$ cat config.mk
export PLATFORM = sky130hd
export DESIGN_NAME = wb_lsu_sb_flat
export DESIGN_NICKNAME = d
export VERILOG_FILES = /design/src/rtl/wb_lsu_sb_if.sv /design/src/rtl/wb_lsu_sb.sv /design/src/flat_wrapper.sv
export SDC_FILE = /design/constraint.sdc
export NUM_CORES = 1
export LEC_CHECK = 0
export ABC_AREA = 1
export CAP_MARGIN = 25
export CELL_PAD_IN_SITES_DETAIL_PLACEMENT = 1
export CELL_PAD_IN_SITES_GLOBAL_PLACEMENT = 2
export CORE_ASPECT_RATIO = 1.25
export CORE_UTILIZATION = 40
export DETAILED_ROUTE_END_ITERATION = 7
export DONT_BUFFER_PORTS = 1
export HOLD_SLACK_MARGIN = 0.05
export PLACE_DENSITY_LB_ADDON = 0.2
export SYNTH_ARGS = -nofsm -noshare
export SYNTH_HDL_FRONTEND = slang
export SYNTH_SLANG_ARGS = --single-unit
$ cat constraint.sdc
create_clock -name clk -period 8.1 [get_ports clk]
set_input_delay 2.43 -clock clk [delete_from_list [all_inputs] [get_ports clk]]
set_output_delay 2.43 -clock clk [all_outputs]
set_load 0.01 [all_outputs]
$ cat src/rtl/wb_lsu_sb_if.sv
// Data-memory channel of the writeback/LSU stage: posted-store drain (valid/ready)
// and a request/response read port.
interface wb_lsu_sb_if #(
  parameter int XLEN   = 32,
  parameter int ADDR_W = 32
);
  localparam int NB = XLEN / 8;

  logic              wvalid;
  logic              wready;
  logic [ADDR_W-1:0] waddr;
  logic [XLEN-1:0]   wdata;
  logic [NB-1:0]     wstrb;
  logic              rreq;
  logic [ADDR_W-1:0] raddr;
  logic              rvalid;
  logic [XLEN-1:0]   rdata;

  modport master (
    output wvalid, waddr, wdata, wstrb, rreq, raddr,
    input  wready, rvalid, rdata
  );

  modport slave (
    input  wvalid, waddr, wdata, wstrb, rreq, raddr,
    output wready, rvalid, rdata
  );
endinterface

$ cat src/rtl/wb_lsu_sb.sv
// Writeback/memory stage: store/load alignment and extension for XLEN 32/64, with a
// posted store buffer that must fully drain before any load is issued.
module wb_lsu_sb #(
  parameter int XLEN     = 32,
  parameter int ADDR_W   = 32,
  parameter int SB_DEPTH = 4
) (
  input  logic                          clk,
  input  logic                          reset,
  input  logic                          mem_write_i,
  input  logic                          mem_read_i,
  input  logic [ADDR_W-1:0]             addr_i,
  input  logic [XLEN-1:0]               store_data_i,
  input  logic [2:0]                    funct3_i,
  input  logic [4:0]                    rd_i,
  output logic                          wb_stall_o,
  wb_lsu_sb_if.master                   dmem,
  output logic                          wb_load_valid_o,
  output logic [XLEN-1:0]               wb_load_data_o,
  output logic [4:0]                    wb_load_rd_o,
  output logic [$clog2(SB_DEPTH):0]     sb_count_o,
  output logic                          exc_o,
  output logic [1:0]                    exc_cause_o
);
  localparam int NB = XLEN / 8;
  localparam int OB = $clog2(NB);
  localparam int PW = $clog2(SB_DEPTH);
  localparam int CW = PW + 1;
  localparam logic [CW-1:0] CNT_ONE  = {{(CW-1){1'b0}}, 1'b1};
  localparam logic [CW-1:0] CNT_FULL = CW'(SB_DEPTH);
  localparam logic [PW-1:0] PTR_ONE  = {{(PW-1){1'b0}}, 1'b1};
  localparam logic [1:0] S_IDLE  = 2'd0;
  localparam logic [1:0] S_DRAIN = 2'd1;
  localparam logic [1:0] S_LOAD  = 2'd2;

  // Extract the accessed size from the lane-shifted word, then sign/zero extend.
  function automatic logic [XLEN-1:0] load_ext(input logic [XLEN-1:0] d, input logic [2:0] f3);
    int nbits;
    logic sgn;
    logic [XLEN-1:0] r;
    nbits = ((32'd8 << f3[1:0]) > XLEN) ? XLEN : int'(32'd8 << f3[1:0]);
    sgn = 1'b0;
    for (int i = 0; i < XLEN; i++) begin
      if (i == nbits - 1) sgn = d[i] & ~f3[2];
    end
    for (int i = 0; i < XLEN; i++) r[i] = (i < nbits) ? d[i] : sgn;
    return r;
  endfunction

  logic [1:0]        state_q, state_d;
  logic [CW-1:0]     count_q, count_d;
  logic [PW-1:0]     head_q, head_d, tail_q, tail_d;
  logic [ADDR_W-1:0] sb_addr_q [SB_DEPTH];
  logic [XLEN-1:0]   sb_data_q [SB_DEPTH];
  logic [NB-1:0]     sb_strb_q [SB_DEPTH];
  logic [ADDR_W-1:0] ld_addr_q, ld_addr_d;
  logic [2:0]        ld_f3_q, ld_f3_d;
  logic [4:0]        ld_rd_q, ld_rd_d;
  logic              lv_q, lv_d;
  logic [XLEN-1:0]   ldata_q, ldata_d;
  logic [4:0]        lrd_q, lrd_d;
  logic              exc_q, exc_d;
  logic [1:0]        cause_q, cause_d;

  logic size_legal_s, misalign_s, both_s, idle_s, bad_s, st_ok_s, ld_ok_s;
  logic full_s, push_s, pop_s, stall_s;
  logic [OB-1:0]     off_s;
  logic [NB-1:0]     strb_base_s, st_strb_s;
  logic [XLEN-1:0]   dmask_s, st_data_s, ld_shift_s;
  logic [ADDR_W-1:0] st_addr_s;

  // Request decode: size legality, alignment and acceptance conditions.
  always_comb begin
    size_legal_s = (funct3_i != 3'b111) &&
                   ((XLEN == 64) || ((funct3_i != 3'b011) && (funct3_i != 3'b110)));
    case (funct3_i[1:0])
      2'b00:   misalign_s = 1'b0;
      2'b01:   misalign_s = addr_i[0];
      2'b10:   misalign_s = (addr_i[1:0] != 2'b00);
      default: misalign_s = (addr_i[2:0] != 3'b000);
    endcase
    both_s  = mem_write_i & mem_read_i;
    idle_s  = (state_q == S_IDLE);
    bad_s   = idle_s & (mem_write_i | mem_read_i) & (both_s | ~size_legal_s | misalign_s);
    st_ok_s = idle_s & mem_write_i & ~mem_read_i & size_legal_s & ~misalign_s;
    ld_ok_s = idle_s & mem_read_i & ~mem_write_i & size_legal_s & ~misalign_s;
    full_s  = (count_q == CNT_FULL);
    push_s  = st_ok_s & ~full_s;
    pop_s   = dmem.wvalid & dmem.wready;
  end

  // Store formatting: truncate to size, then shift data and strobes into the lane.
  always_comb begin
    off_s = addr_i[OB-1:0];
    for (int i = 0; i < NB; i++) strb_base_s[i] = (i < (1 << funct3_i[1:0]));
    for (int i = 0; i < XLEN; i++) dmask_s[i] = (i < (8 << funct3_i[1:0]));
    st_strb_s  = strb_base_s << off_s;
    st_data_s  = (store_data_i & dmask_s) << {off_s, 3'b000};
    st_addr_s  = {addr_i[ADDR_W-1:OB], {OB{1'b0}}};
    ld_shift_s = dmem.rdata >> {ld_addr_q[OB-1:0], 3'b000};
  end

  // Buffer pointers and occupancy.
  always_comb begin
    head_d = pop_s  ? head_q + PTR_ONE : head_q;
    tail_d = push_s ? tail_q + PTR_ONE : tail_q;
    case ({push_s, pop_s})
      2'b10:   count_d = count_q + CNT_ONE;
      2'b01:   count_d = count_q - CNT_ONE;
      default: count_d = count_q;
    endcase
  end

  // Control FSM: loads wait for an empty buffer, then hold rreq until the response.
  always_comb begin
    state_d = state_q;
    stall_s = 1'b0;
    ld_addr_d = ld_addr_q;
    ld_f3_d = ld_f3_q;
    ld_rd_d = ld_rd_q;
    lv_d = 1'b0;
    ldata_d = ldata_q;
    lrd_d = lrd_q;
    exc_d = bad_s;
    if (bad_s) begin
      cause_d = (both_s | ~size_legal_s) ? 2'b11 : (mem_read_i ? 2'b01 : 2'b10);
    end else begin
      cause_d = 2'b00;
    end
    case (state_q)
      S_IDLE: begin
        if (ld_ok_s) begin
          stall_s   = 1'b1;
          ld_addr_d = addr_i;
          ld_f3_d   = funct3_i;
          ld_rd_d   = rd_i;
          state_d   = (count_q != {CW{1'b0}}) ? S_DRAIN : S_LOAD;
        end else begin
          stall_s = st_ok_s & full_s;
        end
      end
      S_DRAIN: begin
        stall_s = 1'b1;
        if (count_q == {CW{1'b0}}) state_d = S_LOAD;
        else state_d = S_DRAIN;
      end
      S_LOAD: begin
        if (dmem.rvalid) begin
          lv_d    = 1'b1;
          ldata_d = load_ext(ld_shift_s, ld_f3_q);
          lrd_d   = ld_rd_q;
          state_d = S_IDLE;
        end else begin
          stall_s = 1'b1;
        end
      end
      default: begin
        state_d = S_IDLE;
        stall_s = 1'b0;
      end
    endcase
  end

  // Control, pointer and result registers.
  always_ff @(posedge clk or negedge reset) begin
    if (!reset) begin
      state_q   <= S_IDLE;
      count_q   <= {CW{1'b0}};
      head_q    <= {PW{1'b0}};
      tail_q    <= {PW{1'b0}};
      ld_addr_q <= {ADDR_W{1'b0}};
      ld_f3_q   <= 3'b000;
      ld_rd_q   <= 5'd0;
      lv_q      <= 1'b0;
      ldata_q   <= {XLEN{1'b0}};
      lrd_q     <= 5'd0;
      exc_q     <= 1'b0;
      cause_q   <= 2'b00;
    end else begin
      state_q   <= state_d;
      count_q   <= count_d;
      head_q    <= head_d;
      tail_q    <= tail_d;
      ld_addr_q <= ld_addr_d;
      ld_f3_q   <= ld_f3_d;
      ld_rd_q   <= ld_rd_d;
      lv_q      <= lv_d;
      ldata_q   <= ldata_d;
      lrd_q     <= lrd_d;
      exc_q     <= exc_d;
      cause_q   <= cause_d;
    end
  end

  // Buffer storage; validity is tracked by the pointers, so no reset is needed.
  always_ff @(posedge clk) begin
    if (push_s) begin
      sb_addr_q[tail_q] <= st_addr_s;
      sb_data_q[tail_q] <= st_data_s;
      sb_strb_q[tail_q] <= st_strb_s;
    end
  end

  assign dmem.wvalid     = (count_q != {CW{1'b0}});
  assign dmem.waddr      = dmem.wvalid ? sb_addr_q[head_q] : {ADDR_W{1'b0}};
  assign dmem.wdata      = dmem.wvalid ? sb_data_q[head_q] : {XLEN{1'b0}};
  assign dmem.wstrb      = dmem.wvalid ? sb_strb_q[head_q] : {NB{1'b0}};
  assign dmem.rreq       = (state_q == S_LOAD);
  assign dmem.raddr      = dmem.rreq ? {ld_addr_q[ADDR_W-1:OB], {OB{1'b0}}} : {ADDR_W{1'b0}};
  assign wb_stall_o      = stall_s;
  assign wb_load_valid_o = lv_q;
  assign wb_load_data_o  = ldata_q;
  assign wb_load_rd_o    = lrd_q;
  assign sb_count_o      = count_q;
  assign exc_o           = exc_q;
  assign exc_cause_o     = cause_q;
endmodule

$ cat src/flat_wrapper.sv
// flat-port wrapper written by rule: the top's interface ports become plain ports
module wb_lsu_sb_flat 
#(
  parameter int XLEN     = 32,
  parameter int ADDR_W   = 32,
  parameter int SB_DEPTH = 4
)
  (clk, reset, mem_write_i, mem_read_i, addr_i, store_data_i, funct3_i, rd_i, wb_stall_o, wb_load_valid_o, wb_load_data_o, wb_load_rd_o, sb_count_o, exc_o, exc_cause_o, dmem_wvalid, dmem_waddr, dmem_wdata, dmem_wstrb, dmem_rreq, dmem_raddr, dmem_wready, dmem_rvalid, dmem_rdata);
  wb_lsu_sb_if #(.XLEN(XLEN), .ADDR_W(ADDR_W)) dmem_i ();
  input  logic clk;
  input  logic reset;
  input  logic mem_write_i;
  input  logic mem_read_i;
  input  logic [ADDR_W-1:0] addr_i;
  input  logic [XLEN-1:0] store_data_i;
  input  logic [2:0] funct3_i;
  input  logic [4:0] rd_i;
  output logic wb_stall_o;
  output logic wb_load_valid_o;
  output logic [XLEN-1:0] wb_load_data_o;
  output logic [4:0] wb_load_rd_o;
  output logic [$clog2(SB_DEPTH):0] sb_count_o;
  output logic exc_o;
  output logic [1:0] exc_cause_o;
  output wire logic [$bits(dmem_i.wvalid)-1:0] dmem_wvalid;
  output wire logic [$bits(dmem_i.waddr)-1:0] dmem_waddr;
  output wire logic [$bits(dmem_i.wdata)-1:0] dmem_wdata;
  output wire logic [$bits(dmem_i.wstrb)-1:0] dmem_wstrb;
  output wire logic [$bits(dmem_i.rreq)-1:0] dmem_rreq;
  output wire logic [$bits(dmem_i.raddr)-1:0] dmem_raddr;
  input wire logic [$bits(dmem_i.wready)-1:0] dmem_wready;
  input wire logic [$bits(dmem_i.rvalid)-1:0] dmem_rvalid;
  input wire logic [$bits(dmem_i.rdata)-1:0] dmem_rdata;
  assign dmem_wvalid = dmem_i.wvalid;
  assign dmem_waddr = dmem_i.waddr;
  assign dmem_wdata = dmem_i.wdata;
  assign dmem_wstrb = dmem_i.wstrb;
  assign dmem_rreq = dmem_i.rreq;
  assign dmem_raddr = dmem_i.raddr;
  assign dmem_i.wready = dmem_wready;
  assign dmem_i.rvalid = dmem_rvalid;
  assign dmem_i.rdata = dmem_rdata;
  wb_lsu_sb #(.XLEN(XLEN), .ADDR_W(ADDR_W), .SB_DEPTH(SB_DEPTH)) u_core (.clk(clk), .reset(reset), .mem_write_i(mem_write_i), .mem_read_i(mem_read_i), .addr_i(addr_i), .store_data_i(store_data_i), .funct3_i(funct3_i), .rd_i(rd_i), .wb_stall_o(wb_stall_o), .dmem(dmem_i), .wb_load_valid_o(wb_load_valid_o), .wb_load_data_o(wb_load_data_o), .wb_load_rd_o(wb_load_rd_o), .sb_count_o(sb_count_o), .exc_o(exc_o), .exc_cause_o(exc_cause_o));
endmodule
Word level (Yosys, flattened, before mapping)

Memories as Yosys holds them, arrays and structs flattened.
Cells that the tools add are included.

Add/subtract/negate cells: 5
Order comparisons: 69
Equal/unequal tests: 43
Shift-type cells: 6
Muxes and demuxes: 86
Bitwise operators: 56
Reduce and logical (&&, ||, !) cells: 13

Operators with widths:

| operator                                                                     | number |
|---|---|
| 6-bit by 32-bit less-than comparator with 1-bit output, first input constant | 32 |
| 6-bit by 32-bit == test with 1-bit output, first input constant              | 16 |
| 5-bit by 32-bit less-than comparator with 1-bit output, first input constant | 16 |
| 5-bit by 32-bit == test with 1-bit output, first input constant              | 8 |
| 4-bit by 32-bit less-than comparator with 1-bit output, first input constant | 8 |
| 3-bit by 32-bit less-than comparator with 1-bit output, first input constant | 6 |
| 4-bit by 32-bit == test with 1-bit output, first input constant              | 4 |
| 32-bit 2-to-1 mux                                                            | 4 |
| 1-bit by 32-bit less-than comparator with 1-bit output, first input constant | 3 |
| 2-bit by 32-bit less-than comparator with 1-bit output, first input constant | 3 |
| 1-bit 2-to-1 mux                                                             | 70 |
| 3-bit by 32-bit == test with 1-bit output, first input constant              | 2 |
| 4-bit by 2-bit left shift with 32-bit output, first input constant           | 2 |
| 1-bit bitwise AND                                                            | 46 |
| 32-bit bitwise AND                                                           | 1 |
| 2-bit by 32-bit == test with 1-bit output, first input constant              | 1 |
| 32-bit by 6-bit > comparator with 1-bit output, second input constant        | 1 |
| 32-bit zero test                                                             | 1 |
| 1-bit by 2-bit left shift with 32-bit output, first input constant           | 1 |
| 32-bit by 5-bit left shift with 32-bit output                                | 1 |
| 32-bit by 5-bit >> shifter with 32-bit output                                | 1 |
| 32-bit by 2-bit subtractor with 32-bit output, second input constant         | 1 |
| 2-bit 2-to-1 mux                                                             | 7 |
| 2-bit by 1-bit == test with 1-bit output, second input constant              | 3 |
| 21 further kinds                                                             | 40 |

Register bits: 90
Bits in writable memories: 264
Input bits: 110
Output and inout bits: 147
Logic and storage cells: 293
Memories: 3

Memory list:

| memory           | depth | width | rd ports | clocked after memory_dff | write ports | RTL line        | text |
|---|---|---|---|---|---|---|---|
| u_core.sb_data_q | 4     | 32    | 1        | 0                        | 1           | wb_lsu_sb.sv:54 | `logic [XLEN-1:0] sb_data_q [SB_DEPTH];` |
| u_core.sb_addr_q | 4     | 30    | 1        | 0                        | 1           | wb_lsu_sb.sv:53 | `logic [ADDR_W-1:0] sb_addr_q [SB_DEPTH];` |
| u_core.sb_strb_q | 4     | 4     | 1        | 0                        | 1           | wb_lsu_sb.sv:55 | `logic [NB-1:0] sb_strb_q [SB_DEPTH];` |

Logic depth before layout (Yosys ltp)

Word-level depth: 38
Depth in mapped cells: 16

Worst setup path before layout

OpenSTA, ideal clock, no wires.

Path type: input-to-reg
Start: in addr_i[1]
End: mem u_core.sb_addr_q[0][0] in the netlist's numbering (enable)
Arrival time: 6.085 ns
Data required time: 7.609 ns
Setup slack: 1.523 ns
Stages on the path: 8
Cell sequence: buf_2 -> nor2_8 -> o21ai_2 -> nand2_4 -> nand2_1 -> or2_1 -> buf_6 -> nor2_1

Cells in the longest elaborated chain, start to end: 7
Elaborated cells between the ends (all ways): 8
Those cells by class: 3 x mux; 3 x bitwise; 2 x reduce/logical

RTL lines:

| what                                                     | RTL line                         | text |
|---|---|---|
| start: declaration                                       | flat_wrapper.sv:14               | `input logic [ADDR_W-1:0] addr_i;` |
| 3-bit nonzero test or 2-bit nonzero test (tied branches) | wb_lsu_sb.sv:80, wb_lsu_sb.sv:79 |  |
| 1-bit case mux with 3 select lines (*)                   | wb_lsu_sb.sv:76                  | `case (funct3_i[1:0])` |
| 1-bit NOT (*)                                            | wb_lsu_sb.sv:85                  | `st_ok_s = idle_s & mem_write_i & ~mem_read_i & size_legal_s & ~misalign_s;` |
| 1-bit bitwise AND (*)                                    | wb_lsu_sb.sv:85                  |  |
| 1-bit bitwise AND (*)                                    | wb_lsu_sb.sv:88                  | `push_s = st_ok_s & ~full_s;` |
| 1-bit 2-to-1 mux (*)                                     | wb_lsu_sb.sv:197                 | `if (push_s) begin` |
| 1-bit 2-to-1 mux (implied by the code) (*)               | wb_lsu_sb.sv:198                 | `sb_addr_q[tail_q] <= st_addr_s;` |
| end: declaration                                         | wb_lsu_sb.sv:53                  |  |

Every way passes the cells marked *; elsewhere a longest branch is shown, timed or not.

Final worst setup path

Start: in addr_i[0]
End: out wb_stall_o

Cells in the longest elaborated chain, start to end: 7
Elaborated cells between the ends (all ways): 9
Those cells by class: 3 x mux; 4 x bitwise; 2 x reduce/logical

RTL lines:

| what                                                     | RTL line                         | text |
|---|---|---|
| 3-bit nonzero test or 2-bit nonzero test (tied branches) | wb_lsu_sb.sv:80, wb_lsu_sb.sv:79 |  |
| 1-bit case mux with 3 select lines (*)                   | wb_lsu_sb.sv:76                  |  |
| 1-bit NOT (*)                                            | wb_lsu_sb.sv:85, wb_lsu_sb.sv:86 |  |
| 1-bit bitwise AND                                        | wb_lsu_sb.sv:85                  |  |
| 1-bit bitwise AND                                        | wb_lsu_sb.sv:139                 | `stall_s = st_ok_s & full_s;` |
| 1-bit 2-to-1 mux (*)                                     | wb_lsu_sb.sv:132                 | `if (ld_ok_s) begin` |
| 1-bit case mux with 3 select lines (*)                   | wb_lsu_sb.sv:130                 | `case (state_q)` |
| end: declaration                                         | flat_wrapper.sv:18               | `output logic wb_stall_o;` |

Marks and branches as above.

==> impl_results.md <==
* Final Power at 6.059 mW
* Starting Density at 0.4067
* RD Place Congestion at 0.8111
* CP max-delay cell: inv_2
* WL/cell at 21.41 um
* GRT overflow at 0
* Drt first pass iters at 5
* # setup viols final at 0
* Final Instance Area at 0.01710 mm^2
* Clock transition at the registers of the reported paths at ~60 ps
* Port bufs at 0
* Final cell count without fillers at 1964
* Critical path data arrival time at 3980 ps
* Final min period at 6408 ps
* Syn Area/Cell at 10.52 um^2
* CP peak stage delay at 350 ps
* Skew final at approximately 25 ps
* Critical path type: input pin to primary output
* Hold Fails Final Rpt at 0
* RR Startpoint: u_core.sb_count_o[1]
* Synth top area cells: edfxtp_1 51%, dfrtp_1 14%, nor2_1 8.4%
* Area after DPL at 0.01596 mm^2
* H-Tree Depth at 2
* Worst slew pin tran at 948.4 ps
* RSZ-0062 raised after global routing: false
* CP dominant cell by count: nand2_4
* Routed Antenna Nets at 0
* Gr usage total at 0.2145
* Hold buffers post-CTS at 0
* Post-synthesis async set-or-reset flop share at 0.2542
* Die area at a little under 0.04 mm^2
* Row cnt at 80
* Vias per inst at 5.336
* Initial antenna violation count at 0
* Largest net degree at the start of global routing at 95
* Cells after Synth at 1479
* Ant. Diodes at 0
* Met3 usage at 0.05510
* Fmax at 0.1561 GHz
* Post-synth EDFFs at around 260
* DRT iter0 DRCs at 580
* Post_cts resized at 0
* M1 GR Usage at 0.2635
* Synth top area share at 0.5097
* Peak VDD IR at 192.1 uV
* Layout area overhead at 9.976%
* Seq cells post-synth at approximately 350
* Total CTS buffers at 36
* Placed Cells at 1897
* Startpoint types: input pin
* CTS sink count at 354
* Die height at 222.5 um
* Root Driver: clkbuf_16
* Final #Nets at 1566
* Data required, critical path at between 5000 and 6000 ps
* Layout cells sized above 1 at 0.09443
* Die span in x at 178.4 um
* Part of the cycle the worst path needs at 0.7911
* Hold Path Origin: u_core.ld_rd_q[1]
* Status: complete, no violations
* Sequential share of the synthesized area at 0.6545
* Setup Buffers After CTS at 0
* Critical Path End Type: primary output
* Vias in the first global route at 10870
* Worst setup startpoint: addr_i[0]
* CP Cell Sequence: inv_2 -> nand2_2 -> nor2_8 -> o21ai_2 -> nand2_4 -> nand2_4 -> clkinv_2 -> o21ai_0 -> nand3_1
* Total Wirelength at approximately 42000 um
* Max-capacitance violation count at 0
* TritonCTS clock tree: yes
* HP Class: flip-flop to flip-flop
* Core box area at about 0.038 mm^2
* Power per Cell Area at 354.3 mW/mm^2
* Synth area leader: edfxtp_1
* DRC viols at 0
* Detailed placement HPWL at 26570 um
* Io pins at approximately 260
* Via Count at 10480
* Synthesized area at 0.01555 mm^2
* Crit-path max FO at 32
* Post-route setup TNS at 0 ps
* GR peak layer: met2
* First-pass GRT wire length at 64460 um
* Pleak at about 6.6 nW
* Top_reg_cell synth: edfxtp_1
* Unique masters post-synth at 38
* Max Transition Viols Final at 0
* Worst rel slew slack at 0.3677
* Warnings from Yosys at 0
* Clock insertion delay at the later pin of the skew report at 540 ps
* CTS Buffer Depth at 3
* M2 GR Usage at 0.3666
-- worst max-delay path: cells and delay by family --
kind	cells	cell delay [ps]
compound gates	2	220
simple gates	5	880
buf+inv	2	430
-- final timing paths --
| kind | cells past startpoint | end | slack, ps |
|---|---|---|---|
| max in group asynchronous | 0 | u_core.ld_addr_q[7] | 6360 |
| setup reg to reg | 9 | u_core.sb_count_o[1] | 4900 |
| setup / recovery | 9 | wb_stall_o | 1690 |
| hold reg to reg | 2 | u_core.wb_load_rd_o[1] | 490 |
| min in group asynchronous | 0 | u_core.wb_load_data_o[4] | 1580 |
| hold / removal | 2 | u_core.wb_load_rd_o[1] | 490 |
-- registers in the layout (all words and copies together), names as in the netlist --
signal / count
u_core.ld_addr_q: 32
u_core.sb_addr_q: 120
u_core.sb_strb_q: 16
u_core.exc_o: 1
u_core.ld_rd_q: 5
u_core.sb_count_o: 3
u_core.wb_load_valid_o: 1
u_core.tail_q: 2
u_core.state_q: 2
u_core.head_q: 2
u_core.wb_load_rd_o: 5
u_core.ld_f3_q: 3
u_core.wb_load_data_o: 32
u_core.exc_cause_o: 2
u_core.sb_data_q: 128
-- per-stage QoR --
stage,worst slack (ps),hold WS [ps],util
after floorplan,1523,449.2,-
after detailed placement,1681,475.4,0.4173
final,1692,486.9,0.4473
after global routing,1521,494.6,0.4473
after global placement,1774,454.2,0.4158
after CTS,1678,485.2,0.4462
-- synthesized netlist by cell type, types with 2 or more instances --
library cell,n
buf_4,5
nand4_1,7
conb_1,2
a21oi_1,104
buf_2,21
nor2_1,349
a22oi_1,4
nand2_4,22
o21ai_2,21
buf_12,2
o221ai_1,13
ha_1,10
inv_2,4
edfxtp_1,264
inv_1,89
o21ai_1,24
a31oi_1,3
buf_1,7
nand3_1,19
buf_6,4
nand2_1,154
or2_2,8
clkbuf_1,57
o21ai_0,159
a2bb2oi_1,15
nor3_1,3
xor2_1,4
dfrtp_1,90
o211ai_1,6
-- routing by layer --
metal / part of all wire / vias to the layer above / wire, um
met5: 0 / - / 0
met4: 0.024 / 0 / 1012
met3: 0.070 / 66 / 2936
met2: 0.50 / 275 / 20980
met1: 0.41 / 5188 / 17120
li1: - / 4951 / -
-- layout make-up --
type | count | area [um^2]
fillers | 4198 | 21130
flip-flops and latches | 354 | 10180
multi-input cells | 940 | 4607
clock buffers | 45 | 975.9
well taps | 492 | 615.6
inverters | 94 | 355.3
repair buffers | 19 | 234.0
clock inverters | 20 | 131.4
-- logic make-up (layout without fill, tap and decap cells) --
logic type	Yosys count	after routing	synth area share
buffers and inverters	190	178	0.05286
DFF	354	354	0.6545
other	2	7	0.0004829
adders and majority gates	11	11	0.009332
xor gates and xnor gates	5	5	0.002816
and+or+nand+nor	566	566	0.1529
AOI/OAI and AO/OA	351	351	0.1270
-- layout by cell type (no fill, tap or decap), drive strengths merged, types with 13 or more instances in the layout --
cell	count
a21oi	105
a2bb2oi	15
buf	18
clkbuf	46
clkinv	17
dfrtp	90
edfxtp	264
inv	94
nand2	177
nand3	19
nor2	351
o21ai	204
o221ai	13
-- power by group --
group          switching, mW  internal [mW]  total, mW  leakage, nW
logic                   1.43          0.582       2.01         2.52
registers              0.249           2.22       2.47         3.50
clock network          0.694          0.890       1.58        0.541
No activity file was read; power rests on OpenSTA's default activity.
